<file path="config.mk">
export PLATFORM = sky130hd
export DESIGN_NAME = vec_mac_wide
export DESIGN_NICKNAME = d
export VERILOG_FILES = /design/src/rtl/vec_mac_wide_pkg.sv /design/src/rtl/vec_mac_wide_mac_lane_array.sv /design/src/rtl/vec_mac_wide.sv
export SDC_FILE = /design/constraint.sdc
export NUM_CORES = 2
export LEC_CHECK = 0
export ABC_AREA = 0
export CELL_PAD_IN_SITES_DETAIL_PLACEMENT = 0
export CELL_PAD_IN_SITES_GLOBAL_PLACEMENT = 1
export CORE_MARGIN = 2
export CORE_UTILIZATION = 45
export CTS_CLUSTER_DIAMETER = 80
export CTS_CLUSTER_SIZE = 40
export DETAILED_ROUTE_END_ITERATION = 8
export DONT_BUFFER_PORTS = 1
export GPL_TIMING_DRIVEN = 0
export PLACE_DENSITY_LB_ADDON = 0.25
export RECOVER_POWER = 50
export SLEW_MARGIN = 40
export SYNTH_ARGS = -nofsm -noshare
export SYNTH_HDL_FRONTEND = slang
export SYNTH_HIERARCHICAL = 1
export SYNTH_SLANG_ARGS = --single-unit
</file>
<file path="constraint.sdc">
create_clock -name clk_i -period 11.2 [get_ports clk_i]
set_clock_uncertainty 0.15 [all_clocks]
set_input_delay 2.24 -clock clk_i [delete_from_list [all_inputs] [get_ports clk_i]]
set_output_delay 2.24 -clock clk_i [all_outputs]
set_load 0.02 [all_outputs]
</file>
<file path="src/rtl/vec_mac_wide_pkg.sv">
// Shared types for the modular-domain datapath: operand vectors and the wide
// signed accumulator vector passed from vec_mac_wide to the reducer.
package vec_mac_wide_pkg;

    localparam int N_SLOTS_L = 8;
    localparam int W_BITS_L  = 16;
    localparam int Q_MOD_L   = 32749;

    typedef logic [W_BITS_L-1:0]          word_t;
    typedef word_t [N_SLOTS_L-1:0]        vec_t;
    typedef logic signed [2*W_BITS_L-1:0] wide_t;
    typedef wide_t [N_SLOTS_L-1:0]        wide_vec_t;

endpackage

</file>
<file path="src/rtl/vec_mac_wide_mac_lane_array.sv">
// mac_lane_array: combinational LANES-wide multiply and add/subtract slice.
// Each lane forms an unsigned W x W product and folds it into a signed WW-bit acc.
module mac_lane_array
    import vec_mac_wide_pkg::*;
#(
    parameter int LANES = 4
) (
    input  word_t [LANES-1:0] a_i,
    input  word_t [LANES-1:0] b_i,
    input  wide_t [LANES-1:0] acc_i,
    input  logic              clear_i,
    input  logic              sub_i,
    output wide_t [LANES-1:0] acc_o
);

    for (genvar k = 0; k < LANES; k++) begin : g_lane
        logic [2*W_BITS_L-1:0] prod;
        wide_t                 base;

        // Zero-extend before multiplying so the full 2W-bit product is kept.
        assign prod     = {{W_BITS_L{1'b0}}, a_i[k]} * {{W_BITS_L{1'b0}}, b_i[k]};
        assign base     = clear_i ? '0 : acc_i[k];
        assign acc_o[k] = sub_i ? (base - $signed(prod)) : (base + $signed(prod));
    end

endmodule

</file>
<file path="src/rtl/vec_mac_wide.sv">
// vec_mac_wide: sequential element-wise multiply-accumulate over up to MAX_TERMS
// operand pairs, LANES slots per cycle. Optional macro VEC_MAC_SUB_EN honours in_sub_i.
//
// state | meaning
// IDLE  | ready for an operand pair; partial sum may be open (term_cnt != 0)
// MUL   | multiplying LANES slots per cycle into the accumulator bank
// HOLD  | finished result presented on out_vec_o until out_ready_i
module vec_mac_wide
    import vec_mac_wide_pkg::*;
#(
    parameter int LANES     = 4,
    parameter int MAX_TERMS = 2
) (
    input  logic      clk_i,
    input  logic      reset_i,
    input  logic      in_valid_i,
    output logic      in_ready_o,
    input  vec_t      a_vec_i,
    input  vec_t      b_vec_i,
    input  logic      in_last_i,
    input  logic      in_sub_i,
    output logic      out_valid_o,
    input  logic      out_ready_i,
    output wide_vec_t out_vec_o,
    output logic      busy_o,
    output logic      err_terms_o
);

    localparam int SLOTS = N_SLOTS_L / LANES;
    localparam int SC_W  = (SLOTS > 1) ? $clog2(SLOTS) : 1;
    localparam int TC_W  = $clog2(MAX_TERMS + 1);
    localparam int IDX_W = (N_SLOTS_L > 1) ? $clog2(N_SLOTS_L) : 1;

    if (N_SLOTS_L % LANES != 0) begin : g_bad_lanes
        $error("vec_mac_wide: N_SLOTS_L must be a multiple of LANES");
    end

    typedef enum logic [1:0] {
        ST_IDLE = 2'd0,
        ST_MUL  = 2'd1,
        ST_HOLD = 2'd2
    } state_e;

    state_e           state_q, state_d;
    vec_t             a_q, a_d;
    vec_t             b_q, b_d;
    logic             last_q, last_d;
    logic             sub_q, sub_d;
    logic [SC_W-1:0]  slot_cnt_q, slot_cnt_d;
    logic [TC_W-1:0]  term_cnt_q, term_cnt_d;
    wide_vec_t        acc_q, acc_d;
    logic             err_q, err_d;

    logic             sub_eff;
    logic             force_last;
    logic             slot_wrap;
    logic [IDX_W-1:0] slot_base;

    word_t [LANES-1:0] a_sl;
    word_t [LANES-1:0] b_sl;
    wide_t [LANES-1:0] acc_sl;
    wide_t [LANES-1:0] acc_nx;

`ifdef VEC_MAC_SUB_EN
    assign sub_eff = in_sub_i;
`else
    logic unused_in_sub;
    assign unused_in_sub = in_sub_i;
    assign sub_eff       = 1'b0;
`endif

    // A term arriving when only one slot is left closes the result regardless of in_last.
    assign force_last = (term_cnt_q == TC_W'(MAX_TERMS - 1)) && !in_last_i;
    assign slot_wrap  = (slot_cnt_q == SC_W'(SLOTS - 1));
    assign slot_base  = IDX_W'(int'(slot_cnt_q) * LANES);

    always_comb begin
        for (int k = 0; k < LANES; k++) begin
            a_sl[k]   = a_q[slot_base + IDX_W'(k)];
            b_sl[k]   = b_q[slot_base + IDX_W'(k)];
            acc_sl[k] = acc_q[slot_base + IDX_W'(k)];
        end
    end

    mac_lane_array #(
        .LANES (LANES)
    ) u_lanes (
        .a_i     (a_sl),
        .b_i     (b_sl),
        .acc_i   (acc_sl),
        .clear_i (term_cnt_q == '0),
        .sub_i   (sub_q),
        .acc_o   (acc_nx)
    );

    always_ff @(posedge clk_i) begin
        if (reset_i) begin
            state_q    <= ST_IDLE;
            a_q        <= '0;
            b_q        <= '0;
            last_q     <= 1'b0;
            sub_q      <= 1'b0;
            slot_cnt_q <= '0;
            term_cnt_q <= '0;
            acc_q      <= '0;
            err_q      <= 1'b0;
        end else begin
            state_q    <= state_d;
            a_q        <= a_d;
            b_q        <= b_d;
            last_q     <= last_d;
            sub_q      <= sub_d;
            slot_cnt_q <= slot_cnt_d;
            term_cnt_q <= term_cnt_d;
            acc_q      <= acc_d;
            err_q      <= err_d;
        end
    end

    always_comb begin
        state_d    = state_q;
        a_d        = a_q;
        b_d        = b_q;
        last_d     = last_q;
        sub_d      = sub_q;
        slot_cnt_d = slot_cnt_q;
        term_cnt_d = term_cnt_q;
        acc_d      = acc_q;
        err_d      = 1'b0;
        case (state_q)
            ST_IDLE: begin
                if (in_valid_i) begin
                    a_d        = a_vec_i;
                    b_d        = b_vec_i;
                    last_d     = in_last_i | force_last;
                    sub_d      = sub_eff;
                    slot_cnt_d = '0;
                    err_d      = force_last;
                    state_d    = ST_MUL;
                end
            end
            ST_MUL: begin
                for (int k = 0; k < LANES; k++) begin
                    acc_d[slot_base + IDX_W'(k)] = acc_nx[k];
                end
                if (slot_wrap) begin
                    slot_cnt_d = '0;
                    term_cnt_d = term_cnt_q + TC_W'(1);
                    state_d    = last_q ? ST_HOLD : ST_IDLE;
                end else begin
                    slot_cnt_d = slot_cnt_q + SC_W'(1);
                end
            end
            ST_HOLD: begin
                if (out_ready_i) begin
                    term_cnt_d = '0;
                    state_d    = ST_IDLE;
                end
            end
            default: state_d = ST_IDLE;
        endcase
    end

    always_comb begin
        in_ready_o  = (state_q == ST_IDLE);
        out_valid_o = (state_q == ST_HOLD);
        busy_o      = (state_q != ST_IDLE) || (term_cnt_q != '0);
        err_terms_o = err_q;
    end

    assign out_vec_o = acc_q;

endmodule

</file>
After elaboration in Yosys (flattened, before gate mapping)
Index checks and enable logic that the tools add are counted.

Order comparisons: 8. Reduce and logical (&&, ||, !) cells: 18. Multiplexer cells: 50. $mul: 4. Bitwise gates (word level): 3. Add/sub/neg operators: 9. Eq/ne operators: 6.

Operators by type and width (count): 256-bit bitwise mux (4); 32-bit two-way mux (13); 16-bit binary-select mux with 3-bit select (6); 32-bit binary-select mux with 3-bit select (3); 32-bit demux with 3-bit select (3); 16-bit two-way mux (10); 32-bit adder (4); 16-bit by 16-bit multiplier with 32-bit output (4); 32-bit demux with 1-bit select (1); 3-bit by 4-bit less-than comparator with 1-bit output (second input constant) (4); 3-bit by 1-bit >= comparator with 1-bit output (second input constant) (4); 2-bit two-way mux (5); 2-bit nonzero test (4); 3-bit by 2-bit adder with 3-bit output (second input constant) (2); 2-bit one-hot mux with 3 select lines (1); 3-bit AND reduction (2); 1-bit logical AND (5); 2-bit by 1-bit == test with 1-bit output (second input constant) (2); 2-bit logical NOT (2); 2-bit != test (second input constant) (2); 2-bit one-hot mux with 2 select lines (1); 2-bit AND reduction (2); 3-bit by 1-bit adder with 3-bit output (second input constant) (1); 3-bit OR reduction (1); other kinds (10) (12).

Input bits: 262. Word-level logic and storage cells: 127. Output and inout port bits: 260. Register bits: 519.

Depth between registers and ports, before layout
Depth in word-level cells: 8. Depth in mapped cells: 43. Mapped depth without buffers: 38.

By module
The synthesis kept the hierarchy.

Modules (own cells, without submodules): mac_lane_array (instances 1, seq. area each 0.0 µm², cells each 5358, area an instance 43740.7 µm²); vec_mac_wide (instances 1, seq. area each 10390.0 µm², cells each 2548, area an instance 21094.0 µm²).

Worst setup path before layout
Ideal clock, no wire load.

Kind: register to register. From: reg slot_cnt_q. To: reg acc_q, in the netlist out_vec_o[222]. Setup slack: 1.621 ns. Required time: 10.980 ns. Arrival: 9.358 ns. Library setup time: 0.070 ns. Path buffers: 4. Cell stages (with the launch flop): 39. Clock period less this slack: 9.579 ns. Cell sequence: dfxtp_1 -> buf_2 -> clkbuf_1 -> buf_2 -> mux2_2 -> clkbuf_1 -> and2_1 -> fa_1 -> inv_1 -> fa_1 -> fa_1 -> fa_1 -> inv_1 -> fa_1 -> inv_1 -> fa_1 -> inv_1 -> ha_1 -> (+3 left out) -> xnor2_1 -> or4_4 -> or4_4 -> o21ai_0 -> xnor2_1 -> ha_1 -> a21o_1 -> a21oi_1 -> o21ai_0 -> nand3_1 -> a21boi_0 -> a2111oi_0 -> nor3_1 -> o31a_1 -> nor2_1 -> xnor2_1 -> nand2_1 -> a21oi_1.

RTL lines: from (decl) (RTL line vec_mac_wide.sv:49) `logic [SC_W-1:0] slot_cnt_q, slot_cnt_d;`; from (signal assigned) (RTL line vec_mac_wide.sv:113) `slot_cnt_q <= slot_cnt_d;`; to (signal assigned) (RTL line vec_mac_wide.sv:105) `acc_q <= '0;`; to (signal assigned) (RTL line vec_mac_wide.sv:115) `acc_q <= acc_d;`; to (decl) (RTL line vec_mac_wide.sv:51) `wide_vec_t acc_q, acc_d;`.

==> summary.md <==
| Metric | Value |
|---|---|
| Final WL | `237000 um` |
| Vias per cell | `5.51` |
| Grt ovf | `0` |
| Final setup vio count | `0` |
| Vias | `54609` |
| Remaining antenna violation count | `0` |
| Post-synth EDFFs | `0` |
| Final min period | `10800 ps` |
| Metal3 WL | `23500 um` |
| Placed instance area | `67400 um2` |
| Sequential area share after synthesis | `16.0%` |
| Clock Path Buffers | `3` |
| Clock Tree Root | `clkbuf_16` |
| Skew-Pair Late Insertion Delay | `680 ps` |
| Ports | `522` |
| Placed Cells | `9815` |
| Core ar. | `143000 um2` |
| Synth cell types | `96` |
| Commonest non-fill, non-tap cell in the layout | `nand2_1` |
| WP data arrival | `11240 ps` |
| Initial drt markers | `4255` |
| Setup CP Type | `flip-flop to flip-flop` |
| Ys async rst share | `0%` |
| Worst slew pin tran | `1760 ps` |
| Slowest-stage cell, CP | `fa_1` |
| # fillers | `14343` |
| Final hold viol count | `0` |
| Power Dens Cells | `106 nW/um2` |
| Most used cell, CP | `fa_1` |
| Slew Viols, Final | `12` |
| Layout area overhead | `6.68%` |
| Htree depth | `2` |
| Detailed Routing Iterations Pass 1 | `6` |
| Die Wd | `384 um` |
| Final instance area | `69200 um2` |
| Hold/Removal Path Class | `flip-flop to flip-flop` |
| Post-Synthesis Cell Area | `64800 um2` |
| M1 WL | `100000 um` |
| Final Net Count | `9528` |
| CP Launch Type | `flip-flop` |
| Final core utilization | `48.3%` |
| Setup ws final | `404 ps` |
| Leak | `32.3 nW` |
| Post-CTS Hold Fix Bufs | `0` |
| Hpwl dp | `197000 um` |
| Relative slew slack | `-17.2%` |
| Num rows | `139` |
| # DRC | `0` |
| RSZ-0062 raised after global routing | `yes` |
| Top cell type by total area after synthesis | `fa_1` |
| Initial antenna violation count | `58` |
| Largest stage delay, worst path | `530 ps` |
| Cell count after synthesis | `7906` |
| #FFs+latches synth | `519` |
| Total CTS buffers | `39` |
| Final period utilization | `96.4%` |
| WL/cell | `24.0 um` |
| Fmax | `92.6 MHz` |
| CTS sink count | `519` |
| Avg Inst Size Synth | `8.20 um2` |
| IO Port Bufs | `0` |
| Status | `finished, violations left` |
| Most frequent cells in the layout | `nand2_1, inv_1, fa_1, a21oi_1, ha_1` |
| Max-cap viol count | `1` |
| Synth top area cells | `fa_1, dfxtp_1, ha_1` |
| Non-Filler Instances | `9903` |
| Vias in the first global route | `55236` |
| Pre-CTS WS | `-919 ps` |
| CTS tree | `yes` |
| Failing checks | `max-capacitance violations, max-slew violations` |
| Placer Congestion | `0.979` |
| Worst-path fanout max | `10` |
| Die area | `147000 um2` |
| Layout cells sized above 1 | `7.10%` |
| GRT Total Usage | `32.1%` |
| First-pass GRT wire length | `354000 um` |
| Initial cell density of the core | `45.2%` |
| Main synth FF type | `dfxtp_1` |
| Die height | `384 um` |
| Clock slew at reported path FFs | `90 ps` |
| Share of the synthesized area in the top cell type | `24.1%` |
| Uppermost layer routed | `met5` |
| Critical Path End Type | `flip-flop` |
| Largest net degree at the start of global routing | `32` |
| Worst endpoint required time | `11640 ps` |
| Met2 Wirelength | `104000 um` |
| Ys Warns | `6` |
| VDD IR-drop max | `168 uV` |
worst paths after layout:
| kind | start | to | slack, ps | cells after the start |
|---|---|---|---|---|
| max | slot_cnt_q | out_vec_o[95] | 400 | 39 |
| max reg2reg | slot_cnt_q | out_vec_o[95] | 400 | 39 |
| min reg2reg | a_q[62] | a_q[62] | 310 | 2 |
| min | a_q[62] | a_q[62] | 310 | 2 |
per-stage QoR:
step                      hold WS [ps]  total power [mW]  TNS [ps]
after floorplan                    283              4.53         0
after global placement             289              5.46    -27520
after detailed placement           293              5.48     -9460
after CTS                          305              7.25         0
after global routing               322              7.75     -66.6
final                              307              7.31         0
kinds of logic (layout without fill, tap and decap cells):
family	count (synthesis)	after routing	share of synthesized area, %
muxes	264	264	4.57
adders and majority gates	1326	1326	34.6
other	1	32	0.00578
xor gates and xnor gates	322	322	4.38
AOI/OAI and AO/OA	1271	1271	11.7
DFF	519	519	16.0
and+or+nand+nor	2826	2826	20.0
buffers and inverters	1377	1440	8.67
layout make-up:
| class | count | area, um2 | share of cell area (%) |
|---|---|---|---|
| Sequential cell | 519 | 10400 | 15.0 |
| Timing Repair Buffer | 8 | 86.3 | 0.125 |
| Antenna cell | 29 | 72.6 | 0.105 |
| Clock inverter | 30 | 587 | 0.848 |
| Multi-Input combinational cell | 6012 | 49000 | 70.9 |
| Clock buffer | 42 | 1020 | 1.47 |
| Tap cell | 1903 | 2380 | 3.44 |
| Inverter | 982 | 3690 | 5.33 |
| Buffer | 378 | 1930 | 2.79 |
repair_timing:
item / CTS / global route
pin swaps: 0 / 5
setup buffers: 0 / 3
gates resized for setup: 28 / 105
setup endpoints to repair: 40 / 50
flip-flops by register name, summed over array words and instances (netlist names):
name / flops
last_q: 1
err_terms_o: 1
slot_cnt_q: 1
state_q: 2
out_vec_o: 256
term_cnt_q: 2
b_q: 128
a_q: 128
power by group:
part | internal, mW | switching, mW | total (mW)
Sequential | 1.98 | 0.236 | 2.22
Combinational | 1.20 | 2.14 | 3.33
Clock | 0.783 | 0.975 | 1.76
cell usage after synthesis, types with 50 or more instances:
library cell  count
a21oi_1         725
nor3_1           50
nand2_1        1699
and2_1          487
nand3_1          58
dfxtp_1         519
a21o_1          118
clkbuf_1        260
buf_2            68
ha_1            546
o21ai_0         120
fa_1            780
inv_1           982
nor2b_1         145
xor2_1          112
mux2_2          257
nor2_1          190
xnor2_1         208
metal layers:
layer	GRT usage, %	up-vias
li1	-	25399
met1	42.1	27020
met2	49.6	1774
met3	9.88	376
met4	12.1	40
met5	0	-
worst max-delay path, delay by kind of cell, from the launching register on:
family	cells	cell delay [ps]
muxes	1	460
and+or+nand+nor	7	1930
adders and majority gates	8	3600
buffers and inverters	8	1190
xor gates and xnor gates	3	630
AOI/OAI and AO/OA	12	2410
DFF	1	320
No activity file was read; power rests on OpenSTA's default activity.
